File: src/rtl/of_drain_pkg.sv
// of_drain_pkg: shared types and helpers for the output-feature-map drain stage.
package of_drain_pkg;

    localparam int unsigned OF_DATA_WIDTH = 8;

    // One serialised output word (two operand widths)
    typedef logic [2*OF_DATA_WIDTH-1:0] of_word_t;

    // Serialiser states. LOAD marks the cycle decision that moves a head
    // vector's word 0 into the output register; it is never held across an edge.
    typedef enum logic [1:0] {
        IDLE   = 2'd0,
        LOAD   = 2'd1,
        STREAM = 2'd2
    } fsm_state_t;

    // Width of the column index for a vector of n words
    function automatic int unsigned idx_width(input int unsigned n);
        return $clog2(n);
    endfunction

endpackage

File: src/rtl/of_drain_vec_fifo.sv
// vec_fifo: whole-vector FIFO. Owns pointers, occupancy count and full/empty.
// A push while full is ignored, so a same-cycle pop cannot make room for it.
module vec_fifo #(
    parameter int unsigned X_DIM  = 15,
    parameter int unsigned WORD_W = 16,
    parameter int unsigned DEPTH  = 4
) (
    input  logic                     clk,
    input  logic                     rst,
    input  logic                     push,
    input  logic [WORD_W-1:0]        push_vec [X_DIM],
    input  logic                     pop,
    output logic [WORD_W-1:0]        head_vec [X_DIM],
    output logic [WORD_W-1:0]        next_word0,
    output logic [$clog2(DEPTH):0]   count,
    output logic                     full,
    output logic                     empty
);

    localparam int unsigned PW = $clog2(DEPTH);

    logic [WORD_W-1:0] mem [DEPTH][X_DIM];
    logic [PW-1:0]     wr_ptr;
    logic [PW-1:0]     rd_ptr;
    logic [PW-1:0]     rd_ptr_nxt;
    logic              push_ok;
    logic              pop_ok;

    assign full       = (count == (PW+1)'(DEPTH));
    assign empty      = (count == '0);
    assign push_ok    = push && !full;
    assign pop_ok     = pop && !empty;
    assign rd_ptr_nxt = rd_ptr + 1'b1;
    assign head_vec   = mem[rd_ptr];
    assign next_word0 = mem[rd_ptr_nxt][0];

    // Pointer and occupancy bookkeeping; pointers wrap naturally
    always_ff @(posedge clk or negedge rst) begin
        if (!rst) begin
            wr_ptr <= '0;
            rd_ptr <= '0;
            count  <= '0;
        end else begin
            if (push_ok) begin
                wr_ptr <= wr_ptr + 1'b1;
            end
            if (pop_ok) begin
                rd_ptr <= rd_ptr_nxt;
            end
            case ({push_ok, pop_ok})
                2'b10:   count <= count + 1'b1;
                2'b01:   count <= count - 1'b1;
                default: count <= count;
            endcase
        end
    end

    // Vector storage, intentionally not reset
    always_ff @(posedge clk) begin
        if (push_ok) begin
            mem[wr_ptr] <= push_vec;
        end
    end

endmodule

File: src/rtl/of_drain.sv
// of_drain: captures X_DIM parallel pe_out words into a vector FIFO and
// serialises each vector into a one-word valid/ready stream.
// Optional feature macro: OF_DRAIN_RELU_EN (clamp negative words to zero on capture).
module of_drain
    import of_drain_pkg::*;
#(
    parameter int unsigned X_DIM      = 15,
    parameter int unsigned DATA_WIDTH = 8,
    parameter int unsigned FIFO_DEPTH = 4
) (
    input  logic                          clk,
    input  logic                          rst,
    input  logic                          cap_valid,
    output logic                          cap_ready,
    input  logic [2*DATA_WIDTH-1:0]       pe_in [X_DIM],
    output logic                          out_valid,
    input  logic                          out_ready,
    output logic [2*DATA_WIDTH-1:0]       out_data,
    output logic [idx_width(X_DIM)-1:0]   out_idx,
    output logic                          out_last,
    output logic                          ovf,
    input  logic                          ovf_clr
);

    localparam int unsigned WW = 2*DATA_WIDTH;
    localparam int unsigned IW = idx_width(X_DIM);
    localparam int unsigned CW = $clog2(FIFO_DEPTH) + 1;
    localparam logic [IW-1:0] LAST_IDX = IW'(X_DIM - 1);

    logic [WW-1:0] cap_vec  [X_DIM];
    logic [WW-1:0] head_vec [X_DIM];
    logic [WW-1:0] next_word0;
    logic [CW-1:0] fifo_count;
    logic          fifo_full;
    logic          fifo_empty;
    logic          push;
    logic          pop;

    fsm_state_t    state_q;
    fsm_state_t    state_d;
    fsm_state_t    mode;

    logic          valid_d;
    logic [WW-1:0] data_d;
    logic [IW-1:0] idx_d;
    logic          last_d;
    logic [IW-1:0] idx_inc;

    assign cap_ready = !fifo_full;
    assign push      = cap_valid && cap_ready;
    assign idx_inc   = out_idx + 1'b1;

    // Condition captured words on the way into the FIFO (no added latency)
    always_comb begin
        for (int unsigned i = 0; i < X_DIM; i++) begin
`ifdef OF_DRAIN_RELU_EN
            cap_vec[i] = pe_in[i][WW-1] ? '0 : pe_in[i];
`else
            cap_vec[i] = pe_in[i];
`endif
        end
    end

    vec_fifo #(
        .X_DIM  (X_DIM),
        .WORD_W (WW),
        .DEPTH  (FIFO_DEPTH)
    ) u_fifo (
        .clk        (clk),
        .rst        (rst),
        .push       (push),
        .push_vec   (cap_vec),
        .pop        (pop),
        .head_vec   (head_vec),
        .next_word0 (next_word0),
        .count      (fifo_count),
        .full       (fifo_full),
        .empty      (fifo_empty)
    );

    // Serialiser state register
    always_ff @(posedge clk or negedge rst) begin
        if (!rst) begin
            state_q <= IDLE;
        end else begin
            state_q <= state_d;
        end
    end

    // Next state, pop decision and this cycle's action (mode)
    always_comb begin
        state_d = state_q;
        mode    = state_q;
        pop     = 1'b0;
        case (state_q)
            IDLE: begin
                if (!fifo_empty) begin
                    mode    = LOAD;
                    state_d = STREAM;
                end
            end
            STREAM: begin
                if (out_valid && out_ready && out_last) begin
                    pop = 1'b1;
                    // count is pre-capture, so a vector arriving now is not chained
                    if (fifo_count > CW'(1)) begin
                        mode = LOAD;
                    end else begin
                        mode    = IDLE;
                        state_d = IDLE;
                    end
                end
            end
            default: begin
                mode    = IDLE;
                state_d = IDLE;
            end
        endcase
    end

    // Output register next values driven by the chosen action
    always_comb begin
        valid_d = out_valid;
        data_d  = out_data;
        idx_d   = out_idx;
        last_d  = out_last;
        case (mode)
            LOAD: begin
                valid_d = 1'b1;
                data_d  = (state_q == IDLE) ? head_vec[0] : next_word0;
                idx_d   = '0;
                last_d  = 1'b0;
            end
            STREAM: begin
                if (out_valid && out_ready) begin
                    data_d = head_vec[idx_inc];
                    idx_d  = idx_inc;
                    last_d = (idx_inc == LAST_IDX);
                end
            end
            default: begin
                valid_d = 1'b0;
            end
        endcase
    end

    // Output register
    always_ff @(posedge clk or negedge rst) begin
        if (!rst) begin
            out_valid <= 1'b0;
            out_data  <= '0;
            out_idx   <= '0;
            out_last  <= 1'b0;
        end else begin
            out_valid <= valid_d;
            out_data  <= data_d;
            out_idx   <= idx_d;
            out_last  <= last_d;
        end
    end

    // Sticky overflow flag; a new drop outranks a same-cycle clear
    always_ff @(posedge clk or negedge rst) begin
        if (!rst) begin
            ovf <= 1'b0;
        end else if (cap_valid && !cap_ready) begin
            ovf <= 1'b1;
        end else if (ovf_clr) begin
            ovf <= 1'b0;
        end
    end

endmodule

File: config.mk
export PLATFORM = sky130hd
export DESIGN_NAME = of_drain
export DESIGN_NICKNAME = d
export VERILOG_FILES = /design/src/rtl/of_drain_pkg.sv /design/src/rtl/of_drain_vec_fifo.sv /design/src/rtl/of_drain.sv
export SDC_FILE = /design/constraint.sdc
export NUM_CORES = 1
export LEC_CHECK = 0
export CORE_ASPECT_RATIO = 0.7
export CORE_MARGIN = 3
export CORE_UTILIZATION = 41
export CTS_CLUSTER_SIZE = 10
export DETAILED_ROUTE_END_ITERATION = 7
export PLACE_DENSITY = 0.59
export SLEW_MARGIN = 20
export SYNTH_ARGS = -nofsm -noshare
export SYNTH_HDL_FRONTEND = slang
export SYNTH_HIERARCHICAL = 1
export SYNTH_SLANG_ARGS = --single-unit
File: constraint.sdc
create_clock -name clk -period 6.8 [get_ports clk]
set_input_delay 0.68 -clock clk [delete_from_list [all_inputs] [get_ports clk]]
set_output_delay 0.68 -clock clk [all_outputs]
set_load 0.005 [all_outputs]
==> results list <==
* Clock Sinks: roughly 990
- Wires add up to 93650 um.
- Static power due to leakage: 0.01431 uW
- Pwr Density: 447.8 mW/mm2
* Clock slew at reported path FFs: 60 ps
- Number of endpoints with negative hold slack in the final report: 0
- Once the clock tree was built, the setup fixing pass inserted 0 buffers.
- Vertical extent of the die: 263.6 um
- After detailed routing, the number of remaining DRC violations is 0.
* Max Clock Freq: 0.2754 GHz
- For this design, the slowest cell found on the critical path is dfrtp_4.
* Main flop type after synthesis: edfxtp_1
- In the global route stage, overall resource usage came out at 0.1913.
- Number of input and output port buffers inserted: approximately 270
* Layout cells sized above 1: 0.2370
- Largest vdd supply drop: around 0.00047 V
* Most used standard cell by instance count after synthesis: edfxtp_1
* Most common cell type on the critical path: mux4_2
- Relative area change from synthesis to final layout: 17.80%
- The first global-routing pass estimated about 140000 um of wire.
- Internal power: 14110 uW
- Data required time at the worst endpoint: 7350 ps
- The worst setup path is captured at a flip-flop.
* Net switching power: 6383 uW
* Floorplan die area: 0.09855 mm2
- Area leader, netlist: edfxtp_1
* Yosys warning count: 6
* Fraction of the cycle the final worst path needs: 0.5340
* Residual antenna-violating net count after detailed routing: 0
- TritonCTS built the clock tree.
* Per-cell via count in the routed design: 5.608
- The worst setup path is of the reg2reg kind.
- The netlist uses 48 different library cells.
- Largest cells by area after synthesis: edfxtp_1, mux4_2, dfrtp_1
- Post-synthesis cell count: around 1.6k
- Most frequent cells after synthesis: edfxtp_1, mux4_2, nand2_1
- The congestion estimate from routability-driven global placement came to 0.8088.
- Together, buffers and inverters on the worst path number 1.
- The share of total power dissipated in combinational logic is 0.327.
- CTS buffer count: 109
- Via count: around 18k
* Layout Nets: 2204
* Clock latency on the worst-skew pair: roughly 680 ps
- Broken down by cell family, the worst path's largest delay share belongs to flip-flops.
- Of the total power, the share spent switching nets is 0.3114.
- Routed WL per cell: 28.92 um
- No sink is reached through more buffers than the 3 on the longest clock path.
- The total overflow left after global routing is 0.
- Iteration count of the initial detailed-routing pass: 5
* Worst Clk Skew: 29.54 ps
- Effective utilization at floorplan: 0.4179
- CP startpoint kind: flip-flop
- Post_cts resized: 0
- Slew headroom: 0.1036
* Die Wd: 373.9 um
- Clock share of power: 0.250
* Run status: complete, no violations
- The worst path in the final design needs a cycle of 3631 ps, including I/O delays and setup.
- For the pin with the worst max-slew slack, the measured transition is 1345 ps.
- Share of the synthesized area in the top cell type: 0.7420
* Reported max-cap violation count: 0
- Unrepaired setup endpoints after global routing: no
- Initial DRC Count: ~1.6k
* Portion of total power attributed to sequential cells: 0.423
- Final setup fails: 0
- For this run, the register share of the synthesized area comes to 0.7619.
- Adding up every negative setup slack in the final design gives 0 ps.
- Final Slew Violations: 0
- CP Max Fanout: between 90 and 100
* Arr. time, crit path: roughly 4200 ps
* FP Rows: 93
- Clock tree synthesis selected as its root buffer the cell clkbuf_16.
* Final Total Pwr: 20490 uW
* Cell area after technology mapping: 0.03885 mm2
- CTS Hold Bufs: 0
- The number of antenna violations at the first check in global routing came to 16.
- Once detailed placement completed, the half-perimeter wirelength came to a little under 60000 um.
- The number of global-route vias before repair was 18.95k.
- Number of enable flip-flop cells after synthesis: 960
* Biggest cell delay along the critical path: 1110 ps
- The clock tree synthesis step divided the H-tree into 3 levels.
- Post-synth net total: between 1.5k and 2k
- Ports placed on the boundary: around 270
* Floorplan Core Area: 0.09297 mm2
- Share of async-settable or async-resettable flops after synthesis: 0.03128
- After synthesis the netlist holds a flip-flop and latch count of 991.
- Traced cell by cell, the critical path runs through buf_12 > mux4_2 > mux4_2 > nor2_1 > a21oi_1 > a31o_1.
- Path class of the lowest-slack min-delay path: in2async
* Maximum number of pins on one net before global-route repair: 148
* Mean Syn Cell Area: 23.65 um2
[flip-flops by register name, summed over array words and instances, names as in the netlist]
name,flops
out_idx,4
u_fifo/rd_ptr,2
u_fifo/mem,960
ovf,1
out_data,16
out_last,1
u_fifo/wr_ptr,2
u_fifo/count,3
out_valid,1
state_q,1
[layer usage]
layer	part of all wire	up-vias	GRT usage
met4	0.015	18	0.03889
met3	0.079	117	0.05470
met1	0.43	9729	0.2731
met5	0.0012	-	0
met2	0.47	620	0.2962
li1	-	7676	-
[power by group through the flow]
stage	registers, uW	clock network [uW]	logic (uW)
6_report	8670	5130	6700
4_1_cts	8680	5270	6870
3_5_place_dp	8800	0	6850
3_3_place_gp	8730	0	6830
5_1_grt	8790	5510	7110
2_1_floorplan	8580	0	4650
[per-stage QoR]
step           cell area, um2  setup slack (ps)  utilization  hold WS, ps  cells
6_report                45770              3169       0.4923        119.2   3238
5_1_grt                 45750              3065       0.4921        130.2   3231
4_1_cts                 45750              3173       0.4921        114.3   3231
3_5_place_dp            42750              3026       0.4598        519.1   3075
3_3_place_gp            42740              2994       0.4597        524.8   3074
2_1_floorplan           38860              2242            -        384.4   1643
[cell families after synthesis]
| family | share of synthesized area |
|---|---|
| xor+xnor | 0.001578 |
| mux | 0.1820 |
| buf+inv | 0.01877 |
| simple gates | 0.009403 |
| fa+ha+maj | 0.002769 |
| compound gates | 0.02357 |
| flops | 0.7619 |
[worst paths after layout]
kind                       slack, ps             start               end  cells past startpoint
max                             3170  u_fifo/rd_ptr[1]       out_data[7]                      6
min                              120               rst               ovf                      1
max reg2reg                     3170  u_fifo/rd_ptr[1]       out_data[7]                      6
min reg2reg                      530               ovf               ovf                      2
max in group asynchronous       6020               rst  u_fifo/rd_ptr[0]                      1
min in group clk                 530               ovf               ovf                      2
[layout by cell type (no fill, tap or decap), drive strengths merged, types with 2 or more instances in the layout]
cell and count:
xor2 3, a31o 15, or2 2, a31oi 2
o21ai 18, inv 12, a41oi 2, nor2b 7
nor3 3, xnor2 4, edfxtp 960, mux4 304
a22oi 16, o22ai 18, ha 7, nand2 38
diode 7, o31ai 2, a21oi 34, clkdlybuf4s50 267
dfrtp 31, buf 24, nor3b 2, and2 5
o22a 15, nor2 20, mux2 17, clkbuf 153
[cell type report]
cell class	count	area [um2]
fillers	7292	47200
flip-flops and latches	991	29610
multi-input cells	548	8548
repair buffers	291	3004
clock buffers	153	2957
well taps	1235	1545
clock inverters	3	45.04
inverters	10	37.54
diodes	7	17.52
Power figures use the tool's default switching activity.
